$ cat src/rtl/inst_fetch_pkg.sv
// ---------------------------------------------------------------------------
// inst_fetch_pkg
//
// Shared definitions for the instruction fetch slice: fetch FSM state
// encoding, reset polarity, word widths and small helpers that map a fetch
// state to the byte it is addressing.
//
// Contents:
//   INST_W, INST_ADDR_W  instruction and instruction-address widths
//   ZERO_WORD            all-zero instruction word
//   RST_ENABLE           level of rst that means "in reset"
//   if_state_t           fetch FSM states (IF_IDLE, IF_B0..IF_B4)
//   byte_offset()        byte index issued to RAM in a given state
//   issues_addr()        true in the states that put a new address on RAM
// ---------------------------------------------------------------------------
package inst_fetch_pkg;

    localparam int          INST_W      = 32;
    localparam int          INST_ADDR_W = 32;
    localparam logic [31:0] ZERO_WORD   = 32'h0000_0000;
    localparam logic        RST_ENABLE  = 1'b1;

    // IF_B0..IF_B3 issue byte addresses pc+0..pc+3; IF_B4 only captures the
    // last byte and pushes the assembled word.
    typedef enum logic [2:0] {
        IF_IDLE = 3'd0,
        IF_B0   = 3'd1,
        IF_B1   = 3'd2,
        IF_B2   = 3'd3,
        IF_B3   = 3'd4,
        IF_B4   = 3'd5
    } if_state_t;

    function automatic logic [1:0] byte_offset(input if_state_t s);
        logic [1:0] off;
        off = 2'd0;
        case (s)
            IF_B1:   off = 2'd1;
            IF_B2:   off = 2'd2;
            IF_B3:   off = 2'd3;
            default: off = 2'd0;
        endcase
        return off;
    endfunction

    function automatic logic issues_addr(input if_state_t s);
        return (s == IF_B0) || (s == IF_B1) || (s == IF_B2) || (s == IF_B3);
    endfunction

endpackage

$ cat src/rtl/inst_fetch_queue.sv
// ---------------------------------------------------------------------------
// inst_queue
//
// Small synchronous circular FIFO holding fetched {instruction, pc} pairs
// for the decode stage. Wrapping read/write pointers plus an occupancy
// count; DEPTH must be a power of two so the pointers wrap naturally.
//
// Ports:
//   clk        clock, all state on rising edge
//   rst        synchronous, active-high reset (empties queue, clears storage)
//   flush      empty the queue; wins over push and pop
//   push       write push_data at the tail (accepted when not full, or when
//              full and a pop happens in the same cycle)
//   push_data  entry to write
//   pop        drop the head entry; ignored when empty
//   head_data  entry at the head, held while not popped
//   full       count == DEPTH
//   empty      count == 0
//   count      current occupancy
// ---------------------------------------------------------------------------
module inst_queue
    import inst_fetch_pkg::*;
#(
    parameter int DATA_W = 64,
    parameter int DEPTH  = 2
) (
    input  logic                       clk,
    input  logic                       rst,
    input  logic                       flush,
    input  logic                       push,
    input  logic [DATA_W-1:0]          push_data,
    input  logic                       pop,
    output logic [DATA_W-1:0]          head_data,
    output logic                       full,
    output logic                       empty,
    output logic [$clog2(DEPTH):0]     count
);

    localparam int PTR_W = $clog2(DEPTH);
    localparam int CNT_W = PTR_W + 1;

    logic [DATA_W-1:0] slots [DEPTH];
    logic [PTR_W-1:0]  rd_ptr;
    logic [PTR_W-1:0]  wr_ptr;
    logic              do_pop;
    logic              do_push;

    assign full  = (count == CNT_W'(DEPTH));
    assign empty = (count == '0);

    // A push into a full queue is accepted only when the head leaves in the
    // same cycle, in which case the freed slot is reused and count holds.
    assign do_pop  = pop && !empty;
    assign do_push = push && (!full || do_pop);

    assign head_data = slots[rd_ptr];

    // Pointer, count and storage update; flush discards everything,
    // including any push or pop presented in the same cycle.
    always_ff @(posedge clk) begin
        if (rst == RST_ENABLE) begin
            rd_ptr <= '0;
            wr_ptr <= '0;
            count  <= '0;
            for (int i = 0; i < DEPTH; i++) begin
                slots[i] <= '0;
            end
        end else if (flush) begin
            rd_ptr <= '0;
            wr_ptr <= '0;
            count  <= '0;
        end else begin
            if (do_push) begin
                slots[wr_ptr] <= push_data;
                wr_ptr        <= wr_ptr + 1'b1;
            end
            if (do_pop) begin
                rd_ptr <= rd_ptr + 1'b1;
            end
            case ({do_push, do_pop})
                2'b10:   count <= count + 1'b1;
                2'b01:   count <= count - 1'b1;
                default: count <= count;
            endcase
        end
    end

endmodule

$ cat src/rtl/inst_fetch.sv
// ---------------------------------------------------------------------------
// inst_fetch
//
// Instruction fetch stage. Takes the fetch PC from the PC register, reads
// the 32-bit instruction one byte per cycle over the 8-bit RAM port
// (little-endian), queues completed instructions for decode and returns the
// next PC (sequential or redirect target) to the PC register.
//
// Ports:
//   clk            clock, all state on rising edge
//   rst            synchronous, active-high reset
//   pc_i           current fetch PC from the PC register
//   pc_back_o      next PC returned to the PC register
//   mem_a_o        RAM byte address
//   mem_wr_o       RAM write enable (always 0, fetch only reads)
//   mem_din_i      RAM read data, valid one cycle after its address
//   inst_valid_o   queue head valid
//   inst_o         queue head instruction
//   inst_pc_o      PC of the queue head
//   inst_ready_i   decode accepts the head when valid & ready
//   redirect_i     branch/jump flush request
//   redirect_pc_i  redirect target
// ---------------------------------------------------------------------------
module inst_fetch
    import inst_fetch_pkg::*;
#(
    parameter int ADDR_W = INST_ADDR_W,
    parameter int QDEPTH = 2
) (
    input  logic              clk,
    input  logic              rst,
    input  logic [ADDR_W-1:0] pc_i,
    output logic [ADDR_W-1:0] pc_back_o,
    output logic [ADDR_W-1:0] mem_a_o,
    output logic              mem_wr_o,
    input  logic [7:0]        mem_din_i,
    output logic              inst_valid_o,
    output logic [INST_W-1:0] inst_o,
    output logic [ADDR_W-1:0] inst_pc_o,
    input  logic              inst_ready_i,
    input  logic              redirect_i,
    input  logic [ADDR_W-1:0] redirect_pc_i
);

    localparam int CNT_W = $clog2(QDEPTH) + 1;
    localparam int Q_W   = INST_W + ADDR_W;

    localparam logic [CNT_W-1:0] LAST_FREE = CNT_W'(QDEPTH - 1);

    if_state_t         state;
    if_state_t         state_next;
    logic [ADDR_W-1:0] pc_cur;
    logic [ADDR_W-1:0] pc_back;
    logic [ADDR_W-1:0] last_addr;
    logic [ADDR_W-1:0] issue_addr;
    logic [23:0]       inst_buf;

    logic              q_push;
    logic [Q_W-1:0]    q_push_data;
    logic [Q_W-1:0]    q_head;
    logic              q_full;
    logic              q_empty;
    logic [CNT_W-1:0]  q_count;
    logic              do_pop;
    logic              can_start;
    logic              room_after_push;

    assign do_pop = inst_ready_i && !q_empty;

    // Starting a fetch needs a free slot; a pop in this cycle frees one.
    assign can_start = !q_full || do_pop;

    // In B4 the queue is never full (B0 was only entered with room and only
    // B4 pushes), so the push always lands. There is room for the next fetch
    // if the head leaves this cycle or at least two slots are free now.
    assign room_after_push = do_pop || (q_count < LAST_FREE);

    assign issue_addr = pc_cur + ADDR_W'(byte_offset(state));

    // Outside B0..B3 the RAM keeps seeing the last address it was given.
    assign mem_a_o   = issues_addr(state) ? issue_addr : last_addr;
    assign mem_wr_o  = 1'b0;
    assign pc_back_o = pc_back;

    // The fourth byte is taken straight from the RAM port in B4 so the word
    // is pushed without an extra cycle.
    assign q_push      = (state == IF_B4) && !redirect_i;
    assign q_push_data = {mem_din_i, inst_buf, pc_cur};

    // FSM state register.
    always_ff @(posedge clk) begin
        if (rst == RST_ENABLE) begin
            state <= IF_IDLE;
        end else begin
            state <= state_next;
        end
    end

    // Next-state logic; a redirect restarts the byte sequence from B0 no
    // matter where the FSM was.
    always_comb begin
        state_next = state;
        if (redirect_i) begin
            state_next = IF_B0;
        end else begin
            case (state)
                IF_IDLE: if (can_start) state_next = IF_B0;
                IF_B0:   state_next = IF_B1;
                IF_B1:   state_next = IF_B2;
                IF_B2:   state_next = IF_B3;
                IF_B3:   state_next = IF_B4;
                IF_B4:   state_next = room_after_push ? IF_B0 : IF_IDLE;
                default: state_next = IF_IDLE;
            endcase
        end
    end

    // Datapath registers: fetch PC, returned PC, last RAM address and the
    // partially assembled instruction (bytes 0..2; byte 3 goes straight in).
    always_ff @(posedge clk) begin
        if (rst == RST_ENABLE) begin
            pc_cur    <= '0;
            pc_back   <= '0;
            last_addr <= '0;
            inst_buf  <= '0;
        end else begin
            if (issues_addr(state)) begin
                last_addr <= issue_addr;
            end
            case (state)
                IF_B1:   inst_buf[7:0]   <= mem_din_i;
                IF_B2:   inst_buf[15:8]  <= mem_din_i;
                IF_B3:   inst_buf[23:16] <= mem_din_i;
                default: inst_buf        <= inst_buf;
            endcase
            if (redirect_i) begin
                pc_cur  <= redirect_pc_i;
                pc_back <= redirect_pc_i;
            end else begin
                case (state)
                    IF_IDLE: begin
                        if (can_start) begin
                            pc_cur <= pc_i;
                        end
                    end
                    IF_B4: begin
                        pc_back <= pc_cur + ADDR_W'(4);
                        if (room_after_push) begin
                            pc_cur <= pc_cur + ADDR_W'(4);
                        end
                    end
                    default: pc_cur <= pc_cur;
                endcase
            end
        end
    end

    inst_queue #(
        .DATA_W (Q_W),
        .DEPTH  (QDEPTH)
    ) u_queue (
        .clk       (clk),
        .rst       (rst),
        .flush     (redirect_i),
        .push      (q_push),
        .push_data (q_push_data),
        .pop       (inst_ready_i),
        .head_data (q_head),
        .full      (q_full),
        .empty     (q_empty),
        .count     (q_count)
    );

    assign inst_valid_o = !q_empty;
    assign inst_o       = q_head[Q_W-1:ADDR_W];
    assign inst_pc_o    = q_head[ADDR_W-1:0];

endmodule

$ cat config.mk
export PLATFORM = sky130hd
export DESIGN_NAME = inst_fetch
export DESIGN_NICKNAME = d
export VERILOG_FILES = /design/src/rtl/inst_fetch_pkg.sv /design/src/rtl/inst_fetch_queue.sv /design/src/rtl/inst_fetch.sv
export SDC_FILE = /design/constraint.sdc
export NUM_CORES = 1
export LEC_CHECK = 0
export ABC_AREA = 1
export BUFFER_PORTS_ARGS = -buffer_cell sky130_fd_sc_hd__buf_2
export CORE_MARGIN = 5
export CORE_UTILIZATION = 25
export DETAILED_ROUTE_END_ITERATION = 16
export GPL_ROUTABILITY_DRIVEN = 0
export GPL_TIMING_DRIVEN = 0
export HOLD_SLACK_MARGIN = 0.15
export MAX_ROUTING_LAYER = met4
export PLACE_DENSITY_LB_ADDON = 0.05
export SLEW_MARGIN = 25
export SYNTH_ARGS = -nofsm -noshare
export SYNTH_HDL_FRONTEND = slang
export SYNTH_SLANG_ARGS = --single-unit
export TNS_END_PERCENT = 20
$ cat constraint.sdc
create_clock -name clk -period 3.4 [get_ports clk]
set_clock_uncertainty 0.1 [all_clocks]
set_input_delay 0.68 -clock clk [delete_from_list [all_inputs] [get_ports clk]]
set_output_delay 0.68 -clock clk [all_outputs]
set_load 0.1 [all_outputs]
# After elaboration in Yosys (flattened, before gate mapping)
# Memory sizes are Yosys's and may differ from the RTL's. A register that Yosys moved wholly into a read port is not among the register bits.
# Index checks and enable logic that the tools add are counted.
dict set report word_totals {
  rom_bits 0
  regBits 127
  latch_bits 0
  out_inout_bits 130
  input_bits 76
  elab_cells 73
  mem_count 1
  ram_bits 128
}
dict set report op_classes {
  n_div 0
  magnitude_cmp 1
  n_bitwise 0
  n_mux 24
  n_reduce_logical 19
  eq_ne 11
  n_shift 0
  n_mul 0
  addsub 6
}
# memory depth word_bits read_ports rd_clocked_by_memory_dff write_ports line
set memory_table {}
lappend memory_table {u_queue.slots 2 64 1 1 2 inst_fetch_queue.sv:42} ;# logic [DATA_W-1:0] slots [DEPTH];
# operator count
set ops {}
lappend ops {{$mux W32} 6}
lappend ops {{$mux W64} 1}
lappend ops {{$pmux W32 S2} 1}
lappend ops {{$reduce_or A64 Y1} 1}
lappend ops {{$add A32 B2 Y32} 1}
lappend ops {{$add A32 B3 Y32 const B} 1}
lappend ops {{$pmux W3 S6} 1}
lappend ops {{$mux W1} 12}
lappend ops {{$eq A3 B2 Y1 const B} 2}
lappend ops {{$eq A3 B3 Y1 const B} 2}
lappend ops {{$ne A3 B3 Y1 const B} 2}
lappend ops {{$pmux W2 S3} 1}
lappend ops {{$logic_or A1 B1 Y1} 5}
lappend ops {{$eq A2 B2 Y1 const B} 2}
lappend ops {{$pmux W2 S2} 1}
lappend ops {{$reduce_bool A2 Y1} 2}
lappend ops {{$eq A3 B1 Y1 const B} 1}
lappend ops {{$logic_and A1 B1 Y1} 3}
lappend ops {{$logic_not A1 Y1} 3}
lappend ops {{$logic_not A3 Y1} 1}
lappend ops {{$mux W3} 1}
lappend ops {{$reduce_and A3 Y1} 1}
lappend ops {{$reduce_bool A3 Y1} 1}
lappend ops {{$add A1 B1 Y1 const B} 2}
lappend ops {{7 further kinds} 7}

# Depth between registers and ports, before layout
# Gate-level depths: netlist of run 1.
dict set report depth {
  word_depth 11
  mapped_depth 15
  ltp_nobuf 14
}

# Modules after synthesis
# A second synthesis of run 1 with hierarchy kept.
dict set report hier_totals {
  cells_unflattened 1528
  area_unflattened_um2 12456.9
}
# module area_each_um2 seq_area_each_um2 cells_each instances
set by_module_without_submodules {}
lappend by_module_without_submodules {inst_fetch 6666.4 2462.4 1078 1}
lappend by_module_without_submodules {inst_queue 5790.6 3943.8 450 1}

# Worst setup path before layout of run 1
# OpenSTA, ideal clock, no wires.
dict set report synth_timing {
  path_type {flip-flop to output port}
  startpoint {reg state[2]}
  endpoint {out mem_a_o[4]}
  path_stages_with_launch 13
  n_path_buf 1
  slack_ns -0.737
  required_time_ns 2.620
  t_arrival_ns 3.357
  cell_sequence {dfxtp_1 -> inv_2 -> nand3_1 -> clkbuf_1 -> nand2_1 -> ha_1 -> inv_1 -> fa_1 -> nor2_2 -> xor2_1 -> nand2_1 -> inv_1 -> a21oi_1}
}
dict set report synth_between {
  elab_chain_len 5
  elab_cells_between_ends 10
  cone_classes {add/sub (1); eq/ne (4); mux (2); reduce/logical (3)}
}
# element line
set synth_lines {}
lappend synth_lines {{start, declared} inst_fetch.sv:50} ;# if_state_t state;
lappend synth_lines {{start signal, assigned} inst_fetch.sv:95} ;# state <= state_next;
lappend synth_lines {{parallel branches: the longest is 4 deep, another holds $add A32 B2 Y32} n/a}
lappend synth_lines {{$mux W32 (*)} n/a}
lappend synth_lines {{end, declared} inst_fetch.sv:34} ;# output logic [ADDR_W-1:0] mem_a_o,
# Every way passes the cells marked *.

# Worst setup path after layout of run 1
dict set report layout_timing {
  startpoint {reg state[1]}
  endpoint {out mem_a_o[14]}
}
# The elaborated chain is that of the path after synthesis.

==> out/summary.txt, run 1 <==
RUN STATUS
---------------------------------------------------------------------------------
Status ............................................................. complete, but fails checks
Violations in the final reports .................................... negative setup slack

SYNTHESIS
---------------------------------------------------------------------------------
Most used flip-flop cell after synthesis ...........................     edfxtp_1
Library cell occupying the most area in the post-synthesis netlist .     edfxtp_1
Flip-flop and latch count after synthesis ..........................          256
Yosys cell types ...................................................           37
Count of flip-flops with a built-in enable after synthesis .........          128
Portion of the post-synthesis area used by sequential elements .....        52.5%
Area of the mapped netlist .........................................   12200 um^2
Synth top area share ...............................................        31.5%
Synth warnings .....................................................            0
Syn Area/Cell ......................................................    8.17 um^2
Post-synthesis async set-or-reset flop share .......................           0%
Net count after synthesis ..........................................         1577
Number of instances in the synthesized netlist .....................         1494
Synth top area cells ............................................... edfxtp_1, dfxtp_1, nand2_1

FINISH
---------------------------------------------------------------------------------
Top library cells by usage in the layout, fill and taps aside ...... nand2_1, nor2_1, buf_2
Layout cell share with drive strength beyond 1 .....................        28.7%
Fin cells ..........................................................         2405
Most common cell after layout, fill and taps aside .................      nand2_1
Nets ...............................................................         1840
Syn-to-layout area delta ...........................................        32.2%

GLOBAL ROUTE
---------------------------------------------------------------------------------
Initial antenna violation count ....................................            2
Global-route wire length before repair .............................     72700 um
Via count of the first global-routing pass .........................        11000
Total global routing overflow ......................................            0
Maximum number of pins on one net before global-route repair .......           65
Total routing resource utilization after global routing ............        18.9%

DRT
---------------------------------------------------------------------------------
Total length of routed wires .......................................     49700 um
Avg WL per Cell ....................................................      20.7 um
Number of remaining DRC errors .....................................            0
Violation count after the first detailed-routing iteration .........          653
Detailed Routing Iterations Pass 1 .................................            5
Post-detailed-route count of antenna-violating nets ................            0
Drt via density ....................................................         4.51
Total vias in the final route ......................................        10800

POWER AND IR DROP
---------------------------------------------------------------------------------
Post-route total power .............................................    0.00880 W
IR drop worst, VDD .................................................     0.265 mV
Static leakage .....................................................      6.94 nW
PD cells ...........................................................  545 nW/um^2

WORST SETUP PATH
---------------------------------------------------------------------------------
Worst Path Required ................................................      2620 ps
Setup Crit Path Kind ...............................................      reg2out
CP Launch Type .....................................................    flip-flop
Endpoint class of the critical path ................................ primary output
Largest fanout of any net on the critical path .....................            4
Highest-delay cell along the critical path .........................         fa_2
Arr. time, crit path ...............................................      2910 ps
Largest stage delay on the critical path ...........................       400 ps
Cell mode on critical path .........................................       nor2_4
Cells along the critical path ...................................... nor2_4 > nand2_2 > buf_6 > nand2_4 > ha_4 > inv_2 > fa_2 > nor2_4 > nand2_4 > nor2_4 > xor2_1 > nand2_1 > nand2_2 > buf_12

STA
---------------------------------------------------------------------------------
Max Transition Viols Final .........................................            0
Setup repair after global routing missed its margin ................          yes
Maximum clock frequency ............................................      271 MHz
Relative max-transition margin .....................................        34.4%
Post-layout min period .............................................      3690 ps
Number of failing hold endpoints at the final stage ................            0
Final WS setup .....................................................      -293 ps
Final clock period utilization by the worst path ...................         109%
Actual transition at the worst max-transition pin ..................       984 ps
Final Setup Violations .............................................           19

CLOCK NETWORK
---------------------------------------------------------------------------------
Maximum clock path buffer count ....................................            3
Library cell used as clock root buffer .............................    clkbuf_16
Clock buffers created by TritonCTS .................................           34
Hold buffer count at CTS ...........................................            0
Clock slew seen by the registers of the worst setup and hold paths .        60 ps
Clk Latency, worst-skew pair .......................................       560 ps
TritonCTS clock tree ...............................................        built
Clk sinks ..........................................................          256
H-tree depth .......................................................            2

FLOORPLAN
---------------------------------------------------------------------------------
Row cnt ............................................................           81
Die span in x ......................................................       231 um
Starting Density ...................................................        25.1%
Ports ..............................................................          206
Area enclosed by the die boundary ..................................   53300 um^2
Die Span Y .........................................................       231 um
Area inside the core boundary ......................................   48600 um^2

PLACEMENT
---------------------------------------------------------------------------------
HPWL after detailed placement ......................................     37900 um
IO Port Bufs .......................................................          202
Total placed cells including tap cells .............................         2319

FLOW RUN
---------------------------------------------------------------------------------
Max Cap Violations .................................................            0

MIN PATH
---------------------------------------------------------------------------------
Hold WC Path Type ..................................................       in2reg

[through the flow]
| stage | hold slack (ps) | setup TNS, ps | instance area (um^2) | utilization [%] | setup WS [ps] |
|---|---|---|---|---|---|
| detailed placement | 364 | -55700 | 14000 | 28.9 | -918 |
| finish | 321 | -3230 | 16100 | 33.2 | -293 |
| CTS | 282 | -9850 | 15800 | 32.5 | -343 |
| global placement | 355 | -247980 | 14000 | 28.8 | -2510 |
| floorplan | 350 | -23370 | 12200 | - | -341 |
| global route | 310 | -7510 | 16100 | 33.2 | -440 |
[per-layer routing]
metal | up-vias | track usage, % | wire, um
li1 | 5337 | - | -
met1 | 5186 | 24.2 | 22200
met2 | 246 | 31.4 | 24000
met3 | 68 | 3.03 | 2290
met4 | 0 | 4.88 | 1220
met5 | - | - | 0
[area by class of cell]
cell class	count	area, um^2
Clock inverter	15	146
Inverter	147	562
Clock buffer	46	906
Timing Repair Buffer	227	1650
Antenna cell	1	2.50
Tap cell	622	778
Multi-Input combinational cell	1023	5320
Sequential cell	256	6420
Buffer	68	354
Fill cell	5285	32500
[cell families after synthesis]
logic type,synth area share (%)
AOI/OAI and AO/OA,7.76
buffers and inverters,7.12
adders and majority gates,0.779
DFF,52.5
other,0.0307
and+or+nand+nor,24.8
muxes,5.90
xor gates and xnor gates,1.08
[cells in the mapped netlist, drive strengths merged, types with 2 or more instances]
cell / count
a31oi: 3
nand3: 86
inv: 147
clkbuf: 27
nor2: 266
ha: 6
nand4: 2
a21oi: 97
nand2: 384
o21ai: 75
xor2: 15
edfxtp: 128
mux2: 64
a21boi: 4
dfxtp: 128
buf: 41
or2: 11
[path summary, 6_finish.rpt]
check / slack (ps) / end / from / cells after the start
setup / recovery: -290 / mem_a_o[14] / state[1] / 14
hold / removal: 320 / pc_back_o[1] / redirect_pc_i[1] / 3
setup reg to reg: 340 / u_queue.slots[1][28] / u_queue.count[0] / 9
hold reg to reg: 370 / last_addr[25] / last_addr[25] / 2
[sequential cells by signal, summed over array words and instances (netlist names), named ones only]
signal and count:
u_queue.wr_ptr 1, u_queue.count 2, pc_back_o 32, state 3, last_addr 32, pc_cur 32
inst_buf 24, u_queue.slots 128, u_queue.rd_ptr 1
[report_power, final]
group	internal, W	switching [W]
registers	0.00339	0.000107
logic	0.000472	0.00140
clock network	0.00197	0.00146
total	0.00583	0.00297
[critical path: cells and delay by family (launching register included)]
kind / cells / cell delay, ps
and+or+nand+nor: 8 / 950
adders and majority gates: 2 / 530
DFF: 1 / 370
buffers and inverters: 3 / 330
xor gates and xnor gates: 1 / 150
[what timing repair did]
action | CTS | global route
pin swaps | 9 | 17
setup endpoints to repair | 93 | 119
setup buffers | 15 | 9
resized for setup | 186 | 83
Note: power is estimated with default switching activity, not from simulation.
==> inputs of run 2 (changes only) <==
--- a/config.mk
+++ b/config.mk
@@ -7,7 +7,6 @@
 export LEC_CHECK = 0
 export ABC_AREA = 1
 export BUFFER_PORTS_ARGS = -buffer_cell sky130_fd_sc_hd__buf_2
-export CORE_MARGIN = 5
 export CORE_UTILIZATION = 25
 export DETAILED_ROUTE_END_ITERATION = 16
 export GPL_ROUTABILITY_DRIVEN = 0
@@ -15,6 +14,7 @@
 export HOLD_SLACK_MARGIN = 0.15
 export MAX_ROUTING_LAYER = met4
 export PLACE_DENSITY_LB_ADDON = 0.05
+export SETUP_SLACK_MARGIN = 0.05
 export SLEW_MARGIN = 25
 export SYNTH_ARGS = -nofsm -noshare
 export SYNTH_HDL_FRONTEND = slang
==> out/summary.txt, run 2 (synthesized netlist as in run 1, its figures left out) <==
FINISH
----------------------------------------------------------------------------------
Largest Register .................................................... u_queue.slots
Flip-flop count of the largest register, all copies and words added .          128
Cell area after layout ..............................................   16200 um^2
Top library cells by usage in the layout, fill and taps aside ....... nand2_1, nor2_1, buf_2
Fin cells ...........................................................         2397
Most common cell after layout, fill and taps aside ..................      nand2_1
Number of filler cells placed in the layout .........................         5091
Nets ................................................................         1838
Syn-to-layout area delta ............................................        32.6%
Layout cell share with drive strength beyond 1 ......................        28.8%

STA
----------------------------------------------------------------------------------
Hold WS .............................................................       340 ps
Final WS setup ......................................................      -340 ps
Post-layout min period ..............................................      3740 ps
Total negative setup slack ..........................................     -2900 ps
Maximum clock frequency .............................................      267 MHz
Max Transition Viols Final ..........................................            0
Final Setup Violations ..............................................           16
Final clock period utilization by the worst path ....................         110%
Setup repair after global routing missed its margin .................          yes
Relative max-transition margin ......................................        35.3%
Actual transition at the worst max-transition pin ...................       970 ps
Number of failing hold endpoints at the final stage .................            0

FLOORPLAN
----------------------------------------------------------------------------------
Area inside the core boundary .......................................   47900 um^2
Die span in x .......................................................       223 um
Die Span Y ..........................................................       223 um
Ports ...............................................................          206
Area enclosed by the die boundary ...................................   49700 um^2
Starting Density ....................................................        25.5%
Row cnt .............................................................           80

DRT
----------------------------------------------------------------------------------
Post-detailed-route count of antenna-violating nets .................            0
Total vias in the final route .......................................        10900
Number of remaining DRC errors ......................................            0
Detailed Routing Iterations Pass 1 ..................................            6
Violation count after the first detailed-routing iteration ..........          738
Drt via density .....................................................         4.55
Avg WL per Cell .....................................................      20.3 um
Total length of routed wires ........................................     48600 um

WORST SETUP PATH
----------------------------------------------------------------------------------
Capture point of the worst path .....................................  mem_a_o[12]
Largest fanout of any net on the critical path ......................            4
R2r setup slk .......................................................       390 ps
CP Launch Type ......................................................    flip-flop
Worst Path Required .................................................      2620 ps
Startpoint of the worst-slack reg-to-reg timing path ................ u_queue.count[0]
Launching instance or port of the critical path .....................     state[0]
Worst reg2reg path endpoint ......................................... u_queue.slots[1][28]
Endpoint class of the critical path ................................. primary output
Arr. time, crit path ................................................      2960 ps
Setup Crit Path Kind ................................................      reg2out
R2r worst-path depth ................................................            9

CLOCK NETWORK
----------------------------------------------------------------------------------
Clock slew seen by the registers of the worst setup and hold paths ..        60 ps
H-tree depth ........................................................            2
Maximum clock path buffer count .....................................            3
Clock buffers created by TritonCTS ..................................           34
Library cell used as clock root buffer ..............................    clkbuf_16
TritonCTS clock tree ................................................        built
Clk Latency, worst-skew pair ........................................       550 ps
Clk sinks ...........................................................          256

PLACEMENT
----------------------------------------------------------------------------------
IO Port Bufs ........................................................          202
Cell area after placement ...........................................   14000 um^2
HPWL after detailed placement .......................................     36700 um
Worst Setup Slack post-DPL ..........................................      -954 ps
Total placed cells including tap cells ..............................         2311

MIN PATH
----------------------------------------------------------------------------------
Hold WC Path Type ...................................................       in2reg

GLOBAL ROUTE
----------------------------------------------------------------------------------
Via count of the first global-routing pass ..........................        10700
Total routing resource utilization after global routing .............        20.1%
Total global routing overflow .......................................            0
Global-route wire length before repair ..............................     70700 um
Initial antenna violation count .....................................            3
Maximum number of pins on one net before global-route repair ........           65

RUN STATUS
----------------------------------------------------------------------------------
Status .............................................................. complete, but fails checks
Violations in the final reports ..................................... negative setup slack

FLOW RUN
----------------------------------------------------------------------------------
Max Cap Violations ..................................................            0

POWER AND IR DROP
----------------------------------------------------------------------------------
Static leakage ......................................................      6.94 nW
IR drop worst, VDD ..................................................     0.396 mV
PD cells ............................................................  545 nW/um^2

-- run 2: cell count changes in the layout (fill, tap and decap cells not counted), moves of 3 or more --
| cell | delta |
|---|---|
| clkinv_2 | -5 |
| nand2_2 | +3 |
| nand2_4 | +3 |
| clkbuf_8 | +3 |
| buf_12 | +3 |
| nand2_1 | -7 |
| buf_8 | -4 |
-- run 2: layout make-up --
type	instances	area [um^2]	share of cell area, %
Sequential cell	256	6420	39.7
Multi-Input combinational cell	1023	5370	33.2
Timing Repair Buffer	225	1640	10.1
Clock buffer	51	955	5.90
Tap cell	615	769	4.75
Inverter	147	559	3.46
Buffer	68	367	2.27
Clock inverter	11	98.8	0.611
Antenna cell	1	2.50	0.0155
-- run 2: critical path, cell delays in order, from the launching register on --
cell and delay [ps]:
dfxtp_4 360, nor2_4 140, nand2_4 70, buf_6 120, nand2_4 60, ha_4 130, inv_2 30, fa_2 390
nor2_4 230, nand2_4 120, nor2_4 150, xor2_1 190, nand2_1 130, nand2_2 110, buf_12 180
-- run 2: what timing repair did --
action / 4_1_cts / 5_1_grt
pin swaps: 23 / 13
gates resized for setup: 230 / 41
hold buffers: 0 / 0
gates cloned: 0 / 0
setup buffers: 19 / 4
endpoints found under the setup margin: 134 / 31
-- run 2: worst min-delay path by stage --
stage                      from      endpoint  slack, ps  cells after the start
4_1_cts        redirect_pc_i[1]  pc_back_o[1]        310                      3
6_report       redirect_pc_i[1]  pc_back_o[1]        340                      3
3_3_place_gp       pc_back_o[3]  pc_back_o[3]        350                      2
2_1_floorplan       inst_buf[0]   inst_buf[0]        350                      2
3_5_place_dp       last_addr[3]  last_addr[3]        360                      2
5_1_grt        redirect_pc_i[0]  pc_back_o[0]        350                      3
-- run 2: per-layer routing --
layer | wire length (um) | GRT usage, % | share of wire (%)
met5 | 0 | - | 0
met4 | 1260 | 5.90 | 2.6
met3 | 2500 | 3.06 | 5.1
met2 | 22900 | 32.4 | 47
met1 | 21900 | 26.0 | 45
-- run 2: report_power, final --
| part | internal, W | total [W] | switching [W] | leakage [nW] |
|---|---|---|---|---|
| Clock | 0.00203 | 0.00346 | 0.00143 | 0.510 |
| Combinational | 0.000470 | 0.00187 | 0.00140 | 4.06 |
| Sequential | 0.00339 | 0.00349 | 0.000105 | 2.38 |
| Total | 0.00589 | 0.00882 | 0.00293 | 6.94 |
-- run 2: metrics by stage --
step           power, W  utilization [%]
3_3_place_gp    0.00518             29.2
2_1_floorplan   0.00472                -
5_1_grt         0.00915             33.8
4_1_cts         0.00890             33.4
6_report        0.00882             33.8
3_5_place_dp    0.00518             29.2
